--- src/rtl/cpu_ce_gate.sv ---
// Consumer side of the CPU clock-enable pair: forwards p/n enables to the core,
// swallowing whole CPU clocks for memory stalls and slow-I/O wait states.
module cpu_ce_gate #(
    parameter int unsigned SLOW_WAITS = 2,
    parameter int unsigned CNT_W      = 16,
    parameter int unsigned TIMEOUT    = 1024
) (
    input  logic             clk,
    input  logic             reset,
    input  logic             ce_p_in,
    input  logic             ce_n_in,
    input  logic             stall,
    input  logic             slow_io,
    input  logic             err_clr,
    output logic             ce_p_out,
    output logic             ce_n_out,
    output logic             stalled,
    output logic [CNT_W-1:0] stall_count,
    output logic             timeout,
    output logic             proto_err
);

    localparam int unsigned RUN_W = $clog2(TIMEOUT + 1);
    localparam logic [RUN_W-1:0] RUN_MAX = RUN_W'(TIMEOUT);
    localparam logic [3:0] SLOW_LD = 4'(SLOW_WAITS);

    typedef enum logic [1:0] {
        EXPECT_P,
        EXPECT_N,
        HOLD
    } state_e;

    state_e           state_q, state_d;
    logic [3:0]       wait_q, wait_d;
    logic [RUN_W-1:0] run_q, run_d;
    logic [CNT_W-1:0] cnt_q, cnt_d;
    logic             p_q, p_d;
    logic             n_q, n_d;
    logic             timeout_q, timeout_d;
    logic             proto_q, proto_d;
    logic             blocked;
    logic             proto_set;
    logic             tmo_set;

    always_comb begin
        state_d   = state_q;
        wait_d    = wait_q;
        run_d     = run_q;
        cnt_d     = cnt_q;
        p_d       = 1'b0;
        n_d       = 1'b0;
        proto_set = 1'b0;
        tmo_set   = 1'b0;
        blocked   = stall | (wait_q != '0);

        if (ce_p_in && ce_n_in) begin
            // Coincident phases: drop both and resynchronise on the next p.
            proto_set = 1'b1;
            state_d   = EXPECT_P;
        end else if (ce_p_in) begin
            if (state_q == EXPECT_N) begin
                proto_set = 1'b1;
            end
            if (!blocked) begin
                p_d     = 1'b1;
                wait_d  = slow_io ? SLOW_LD : '0;
                run_d   = '0;
                state_d = EXPECT_N;
            end else begin
                if (cnt_q != '1) begin
                    cnt_d = cnt_q + CNT_W'(1);
                end
                if (wait_q != '0) begin
                    wait_d = wait_q - 4'd1;
                end
                if (run_q != RUN_MAX) begin
                    run_d = run_q + RUN_W'(1);
                    if (run_d == RUN_MAX) begin
                        tmo_set = 1'b1;
                    end
                end
                state_d = HOLD;
            end
        end else if (ce_n_in) begin
            case (state_q)
                EXPECT_N: begin
                    n_d     = 1'b1;
                    state_d = EXPECT_P;
                end
                EXPECT_P: proto_set = 1'b1;
                default:  ;
            endcase
        end

        // Set events take priority over a coincident clear.
        timeout_d = tmo_set | (timeout_q & ~err_clr);
        proto_d   = proto_set | (proto_q & ~err_clr);
    end

    always_ff @(posedge clk or posedge reset) begin
        if (reset) begin
            state_q   <= EXPECT_P;
            wait_q    <= '0;
            run_q     <= '0;
            cnt_q     <= '0;
            p_q       <= 1'b0;
            n_q       <= 1'b0;
            timeout_q <= 1'b0;
            proto_q   <= 1'b0;
        end else begin
            state_q   <= state_d;
            wait_q    <= wait_d;
            run_q     <= run_d;
            cnt_q     <= cnt_d;
            p_q       <= p_d;
            n_q       <= n_d;
            timeout_q <= timeout_d;
            proto_q   <= proto_d;
        end
    end

    assign ce_p_out    = p_q;
    assign ce_n_out    = n_q;
    assign stalled     = (state_q == HOLD);
    assign stall_count = cnt_q;
    assign timeout     = timeout_q;
    assign proto_err   = proto_q;

endmodule

--- config.mk ---
export PLATFORM = sky130hd
export DESIGN_NAME = cpu_ce_gate
export DESIGN_NICKNAME = d
export VERILOG_FILES = /design/src/rtl/cpu_ce_gate.sv
export SDC_FILE = /design/constraint.sdc
export NUM_CORES = 1
export LEC_CHECK = 0
export ABC_AREA = 1
export BUFFER_PORTS_ARGS = -buffer_cell sky130_fd_sc_hd__buf_2
export CORE_MARGIN = 2
export CORE_UTILIZATION = 27
export CTS_CLUSTER_DIAMETER = 60
export DETAILED_ROUTE_END_ITERATION = 12
export PLACE_DENSITY = 0.47
export SETUP_SLACK_MARGIN = 0.05
export SYNTH_ARGS = -nofsm -noshare
export SYNTH_HDL_FRONTEND = slang
export SYNTH_SLANG_ARGS = --single-unit
--- constraint.sdc ---
create_clock -name clk -period 4.2 [get_ports clk]
set_clock_uncertainty 0.05 [all_clocks]
set_input_delay 0.63 -clock clk [delete_from_list [all_inputs] [get_ports clk]]
set_output_delay 0.63 -clock clk [all_outputs]
set_load 0.05 [all_outputs]
; After elaboration in Yosys (flattened, before gate mapping)
; Cells that the tools add are included.
[totals]
register_bits = 37
output_inout_bits = 21
word_cells = 60
[classes]
add_sub_neg = 3
n_reduce_logical = 9
eq_ne = 7
n_mux = 26
bitwise = 7
[ops]
columns = cell, count
row1 = $mux 11, 2
row2 = $add 16x1->16 const B, 1
row3 = $mux 1, 16
row4 = $ne 16x16->1 const B, 1
row5 = $mux 2, 6
row6 = $add 11x1->11 const B, 1
row7 = $eq 11x11->1 const B, 1
row8 = $ne 11x11->1 const B, 1
row9 = $mux 4, 2
row10 = $reduce_and 3->1, 2
row11 = $reduce_bool 3->1, 2
row12 = $ne 2x1->1 const B, 2
row13 = $reduce_and 4->1, 1
row14 = $reduce_bool 4->1, 1
row15 = $sub 4x1->4 const B, 1
row16 = $or 1x1->1, 3
row17 = $and 1x1->1, 2
row18 = $eq 2x1->1 const B, 1
row19 = $eq 2x2->1 const B, 1
row20 = $logic_not 2->1, 1
row21 = $not 1->1, 2
row22 = $reduce_and 2->1, 1
row23 = $logic_and 1x1->1, 1

; Longest topological paths before layout
; Gate-level depths: netlist of run 1.
[logic_depth]
ltp_word = 8
ltp_mapped = 10
ltp_nobuf = 10

; Least setup slack after synthesis of run 1
; No wires, ideal clock.
[synth_path]
path_type = register to register
start = register cnt_q[0], in the netlist stall_count[0]
end = register cnt_q[3], in the netlist stall_count[3]
period_less_slack_ps = 1908
slack_ps = 2292
n_path_buf = 2
stages_incl_launch_ff = 10
t_arrival_ps = 1792
required_ps = 4084
cell_sequence = dfrtp_1 > ha_1 > nand3_2 > nor2_4 > nand4_1 > nand2_2 > buf_6 > buf_12 > nand2_1 > nand2_1
[synth_between]
elab_chain_cells = 2
word_cells_on_any_way = 3
cone_classes = add/sub (1) / eq/ne (1) / reduce/logical (1)
[synth_lines]
columns = element, line_no
row1 = "start, declared", 36  ; logic [CNT_W-1:0] cnt_q, cnt_d;
row2 = "start signal, assigned", 114  ; cnt_q <= cnt_d;
row3 = branches (longest 2 deep; another with $add 16x1->16), n/a
; Parallel ways; which one is timed is not known.
; A chain may end at the register's enable or synchronous reset.

; Worst setup path after layout of run 1
[layout_path]
start = register wait_q[0]
end = register cnt_q[10], in the netlist stall_count[10]
[layout_between]
elab_chain_cells = 3
[layout_lines]
columns = element, line_no
row1 = "start, declared", 34  ; logic [3:0] wait_q, wait_d;
row2 = "start signal, assigned", 112  ; wait_q <= wait_d;
row3 = $reduce_bool 4->1, 54  ; blocked = stall | (wait_q != '0);
row4 = $or 1x1->1, 54
row5 = $reduce_and 4->1 (no line), n/a
; Every way passes these cells.

==> results of run 1 <==
==> worst min path at each step <==
stage                    from              end  slack [ps]  cells after the start
floorplan           run_q[10]        run_q[10]         450                      2
global placement      timeout          timeout         410                      2
detailed placement    timeout          timeout         410                      2
CTS                     reset       state_q[1]         420                      3
global route            reset       state_q[1]         470                      3
finish                  reset  stall_count[14]         400                      3
==> logic make-up (layout without fill, tap and decap cells) <==
kind of cell | count (synthesis) | after routing | synth area share (%)
fa+ha+maj | 6 | 6 | 3.376
xor+xnor | 15 | 15 | 5.909
compound gates | 24 | 24 | 6.191
buf+inv | 45 | 75 | 8.835
flops | 37 | 37 | 41.64
simple gates | 178 | 178 | 34.05
==> cell usage after synthesis (all sizes together) (5+ instances only) <==
cell type,instances
nand3,23
inv,39
ha,6
xnor2,8
buf,5
o21ai,21
nand2,111
nand4,6
nor3,6
xor2,7
dfrtp,37
nor2,31
==> metrics by stage <==
step	total power (uW)	std cells	instance area, um^2	hold slack, ps
finish	1161	440	2537	397.9
global route	1256	440	2537	466.0
CTS	1181	440	2537	415.7
detailed placement	914.1	433	2451	414.2
global placement	912.1	433	2451	412.7
floorplan	824.4	305	2223	445.8
==> registers in the layout, summed over array words and instances, names as in the netlist <==
signal and flops:
run_q 11, state_q 2, ce_p_out 1, wait_q 4, ce_n_out 1, proto_err 1
timeout 1, stall_count 16
==> routing by layer <==
metal  routed length (um)  global-route usage [%]  share of wire (%)
met4                   35                   3.502               0.71
met3                  215                   2.873                4.4
met2                 2290                   20.80                 47
met5                    0                       0                  0
met1                 2376                   15.20                 48
==> critical path: stages (launching register included) <==
cell,delay [ps]
dfrtp_1,360
inv_1,140
ha_1,210
nand3_2,140
nand2_1,140
clkinv_1,110
nand2_2,320
inv_2,200
nand2_1,110
nand2_1,40
==> area by class of cell <==
class / instances / area, um^2 / share of cell area [%]
clock buffers: 7 / 86.33 / 3.402
inverters: 40 / 150.1 / 5.917
multi-input cells: 223 / 1101 / 43.39
repair buffers: 28 / 142.6 / 5.621
well taps: 105 / 131.4 / 5.178
flip-flops and latches: 37 / 925.9 / 36.49
==> power groups by stage <==
stage	logic (uW)	clock network, uW	registers [uW]
floorplan	247	0	577
global placement	394	0	518
detailed placement	398	0	516
CTS	399	271	511
global route	448	282	526
finish	394	256	511
==> results.cfg, run 1 <==
[synth]
synthArstFlopShare_pct = 100.0
synth_enable_flop_cells = 0
synth.avg_cell_area_um2 = 7.290
synth_cell_type_count = 27
synth_top_area_share_pct = 41.64
synth_warnings = 0
synth_cells = 305
syn_area_um2 = 2223
synth_ff_type = dfrtp_1
synthesis.nets = 318
synthTopCellsByArea = dfrtp_1, nand2_1, inv_1, nor2_1, nand3_1
synth_seq_cells = 37
ys_seq_area_share_pct = 41.64
synth_top_area_cell = dfrtp_1

[routing]
drtIter0Drc = 58
drcViolationCount = 0
route.vias.total = 1909
postRouteAntennaNets = 0
wl_per_cell_um = 11.18
viasPerCell = 4.339
drt-total-wl_um = 4918
drtPass1Iterations = 4

[finish]
fillCellCount = 922
utilization_pct = 31.35
final_common_cell = nand2_1
drive_gt1_share_pct = 12.54
area_delta_synth_final_pct = 14.12
finalNetCount = 348
antenna_cells = 0
final_cell_mix = nand2_1, inv_1, dfrtp_1

[grt]
first_global_vias = 1944
antenna_found_initial = 0
gr-total-overflow = 0
grt_pass1_wl_um = 8569
grt_use_total_pct = 12.14
grt_max_degree = 38

[power]
leakage_uw = 0.001266
power_frac_clock_pct = 22.1
p_comb_share_pct = 33.9
ir_drop_mv = 0.2058
power_frac_seq_pct = 44.0
powerDensity_nw_per_um2 = 457.5
switching_share_pct = 41.62
internal_power_uw = 677.7
p_switching_uw = 483.1

[placed_design]
io_buffer_count = 27
post-place-ws_ps = 2173
gp_congestion = 0.7944
dp_hpwl_um = 3606

[floorplanning]
core_area_um2 = 8093
start_util_pct = 27.47
die-area_um2 = 8977
die_w_um = 94.75
dieHeight_um = 94.75
pin_count = 28
rows = 33

[setup_path]
arrival_ps = 2060
crit_end = stall_count[10]
worstSetupStartpoint = wait_q[0]
endpoint_kind = register
worst_setup_path_start_kind = register
worstPathRequired_ps = 4330
timing.rr.end = stall_count[10]
reg2reg_depth = 9
rrSetupSlack_ps = 2270
r2r-start = wait_q[0]
critPathKind = reg2reg
critPathMaxFanout = 20

[clock_network]
htreeDepth = 2
clk_pin_slew_ps = 70
clk_latency_ps = 290
cts_buffer_depth = 2
cts_buffers = 5
ctsResizeCount = 0
cts_setup_buffers = 0
cts_root_buf = clkbuf_8
cts.sink_count = 37
tritoncts = built
hold_buffers = 0

[timing]
timing.setup.tns_ps = 0
tightest_slew_ps = 489.4
finalMaxSlewViolations = 0
fin_ws_ps = 2270
rsz0062_at_grt = no
fmax_ghz = 0.5182
post-route-period-util_pct = 45.95
hold_violations = 0
finalSetupViolCount = 0
slew_headroom_pct = 67.37
period_needed_ps = 1930

[run]
maxCapViolCount = 0

[outcome]
outcome = finished, final reports clean

[min_path]
hp-class = in2async
(Power assumes the default switching activity.)
==> inputs of run 2 (changes only) <==
--- a/config.mk
+++ b/config.mk
@@ -5,13 +5,13 @@
 export SDC_FILE = /design/constraint.sdc
 export NUM_CORES = 1
 export LEC_CHECK = 0
-export ABC_AREA = 1
+export ABC_AREA = 0
 export BUFFER_PORTS_ARGS = -buffer_cell sky130_fd_sc_hd__buf_2
 export CORE_MARGIN = 2
 export CORE_UTILIZATION = 27
 export CTS_CLUSTER_DIAMETER = 60
 export DETAILED_ROUTE_END_ITERATION = 12
-export PLACE_DENSITY = 0.47
+export PLACE_DENSITY = 0.48
 export SETUP_SLACK_MARGIN = 0.05
 export SYNTH_ARGS = -nofsm -noshare
 export SYNTH_HDL_FRONTEND = slang
==> constraint.sdc (replaced) <==
create_clock -name clk -period 1.8 [get_ports clk]
set_clock_uncertainty 0.05 [all_clocks]
set_input_delay 0.27 -clock clk [delete_from_list [all_inputs] [get_ports clk]]
set_output_delay 0.27 -clock clk [all_outputs]
set_load 0.05 [all_outputs]
==> run 2 against run 1 <==
Against the previous run: the flow now finishes with violations (setup timing); hold slack lost 360 ps; design area grew 14%; register-to-register slack lost 2400 ps; synthesized cell count shrank 32%; critical path type unchanged; flip-flop and latch count is the same; critical endpoint is now run_q[7].
==> results.cfg, run 2 <==
[clock_network]
cts_buffer_depth = 2
cts_buffers = 5
tritoncts = built
htreeDepth = 2
hold_buffers = 0
cts.sink_count = 37
clk_pin_slew_ps = 80
cts_root_buf = clkbuf_8
clk_latency_ps = 290

[floorplanning]
die_w_um = 89.84
start_util_pct = 27.72
rows = 31
die-area_um2 = 8071
pin_count = 28
dieHeight_um = 89.84
core_area_um2 = 7176

[synth]
synth_top_area_cell = dfrtp_1
synth_enable_flop_cells = 0
synth_ff_type = dfrtp_1
ys_seq_area_share_pct = 46.54
yosysMostFrequentCell = dfrtp_1
synthesis.nets = 219
synthTopCellsByCount = dfrtp_1, nand2_1, nor2_1, o21ai_0, xnor2_1
synth.avg_cell_area_um2 = 9.657
synth_cell_type_count = 48
syn_area_um2 = 1989
synth_cells = 206
synthTopCellsByArea = dfrtp_1, xnor2_1, nand2_1, ha_1, o21ai_0
synth_top_area_share_pct = 46.54
synth_seq_cells = 37
synth_warnings = 0
synthArstFlopShare_pct = 100.0

[timing]
finalMaxSlewViolations = 0
post-route-period-util_pct = 109.0
fmax_ghz = 0.5097
hold_violations = 0
rsz0062_at_grt = yes
period_needed_ps = 1962
slew_headroom_pct = 68.43
tightest_slew_ps = 470.0
timing.setup.tns_ps = -2120
fin_ws_ps = -162.1
finalSetupViolCount = 20

[placed_design]
dp.cells = 366
io_buffer_count = 27
post-place-ws_ps = -304.1
gp_congestion = 0.7728
dp_hpwl_um = 3490

[setup_path]
path_delay_family = simple AND/OR/NAND/NOR gates
worstPathRequired_ps = 1960
arrival_ps = 2120
endpoint_kind = register
r2r-start = run_q[1]
critPathKind = reg2reg
crit_buf_inv = 2
worstSetupStartpoint = run_q[1]
cp_slowest_cell = or4b_4
critPathMaxFanout = 5
path_cells = inv_1, ha_2, or4b_4, nor4_4, buf_4, a21o_4, o21ai_2, o21ai_1
max_stage_delay_ps = 470
worst_setup_path_start_kind = register

[routing]
drt-total-wl_um = 5097
wirelength_met1_um = 2324
viasPerCell = 4.726
wl_met2_um = 2487
drtIter0Drc = 92
drtPass1Iterations = 4
drcViolationCount = 0
top_layer = met4
postRouteAntennaNets = 0
wl_met3_um = 232
route.vias.total = 1791
wl_per_cell_um = 13.45

[power]
p_comb_share_pct = 45.0
power_frac_seq_pct = 33.3
switching_share_pct = 39.01
powerDensity_nw_per_um2 = 1205
power_frac_clock_pct = 21.7
internal_power_uw = 2123
p_switching_uw = 1358
leakage_uw = 0.001301
finalPower_uw = 3481
ir_drop_mv = 0.8709

[finish]
regArea_um2 = 938.4
largest_register_ffs = 16
antenna_cells = 0
finalNetCount = 292
multi_input_area_um2 = 1207
finalNonFillerCells = 379
fillCellCount = 752
drive_gt1_share_pct = 47.14
final_cell_mix = buf_4, dfrtp_1, buf_2
area_delta_synth_final_pct = 45.22
final_common_cell = buf_4
utilization_pct = 40.26

[grt]
antenna_found_initial = 0
grt_pass1_wl_um = 8597
first_global_vias = 1805
grt_max_degree = 38
gr-total-overflow = 0
grt_use_total_pct = 13.05

[outcome]
outcome = finished with violations
violations = setup timing

[run]
maxCapViolCount = 0

[min_path]
hp-class = in2async
[run 2: cell count changes in the layout (fill, tap and decap cells not counted), sizes merged, moves of 4 or more]
| cell | change |
|---|---|
| a21oi | +4 |
| inv | -30 |
| nand3 | -13 |
| nor2 | -17 |
| nand2b | +4 |
| nand2 | -86 |
| buf | +41 |
[run 2: kinds of logic after synthesis]
logic type	after synthesis	share of synthesized area [%]
xor+xnor	18	7.924
mux	2	1.069
fa+ha+maj	6	3.773
buf+inv	13	3.333
compound gates	41	13.21
simple gates	89	24.15
flops	37	46.54
[run 2: per-stage QoR]
step | hold slack [ps] | cell area (um^2)
floorplan | 290.3 | 2039
global placement | 374.5 | 2545
detailed placement | 373.0 | 2545
CTS | 51.65 | 2809
global route | 87.68 | 2889
finish | 37.81 | 2889
[run 2: power groups by stage]
stage                     combinational (uW)  clock [uW]  sequential, uW
final                                   1570         756            1160
after global routing                    1700         815            1190
after CTS                               1510         777            1160
after detailed placement                1360           0            1170
after global placement                  1360           0            1170
after floorplan                          596           0            1480
[run 2: final timing paths]
| kind | endpoint | slack [ps] | cells after the start |
|---|---|---|---|
| setup / recovery | run_q[7] | -160 | 8 |
| hold / removal | run_q[2] | 40 | 3 |
| setup reg to reg | run_q[7] | -160 | 8 |
| hold reg to reg | stall_count[14] | 430 | 1 |
| max in group asynchronous | stall_count[0] | 1300 | 3 |
| min in group clk | ce_n_out | 220 | 3 |
[run 2: repair_timing]
item                                    CTS  global route
pin swaps                                24            15
resized for setup                        30            18
setup buffers                             3             2
cloned                                    1             0
endpoints found under the setup margin   30            30
[run 2: per-layer routing]
metal	vias to the layer above	global-route usage [%]
li1	885	-
met1	868	17.06
met2	31	21.34
met3	7	3.437
met4	0	3.846
met5	-	0
[run 2: area by class of cell]
type | count | area share (%)
Clock buffer | 7 | 2.988
Sequential cell | 37 | 32.48
Inverter | 9 | 1.169
Tap cell | 99 | 4.288
Clock inverter | 1 | 1.039
Timing Repair Buffer | 69 | 16.24
Multi-Input combinational cell | 157 | 41.79
[run 2: worst min-delay path, delay by kind of cell]
kind / cells / cell delay [ps]
buffers and inverters: 3 / 550
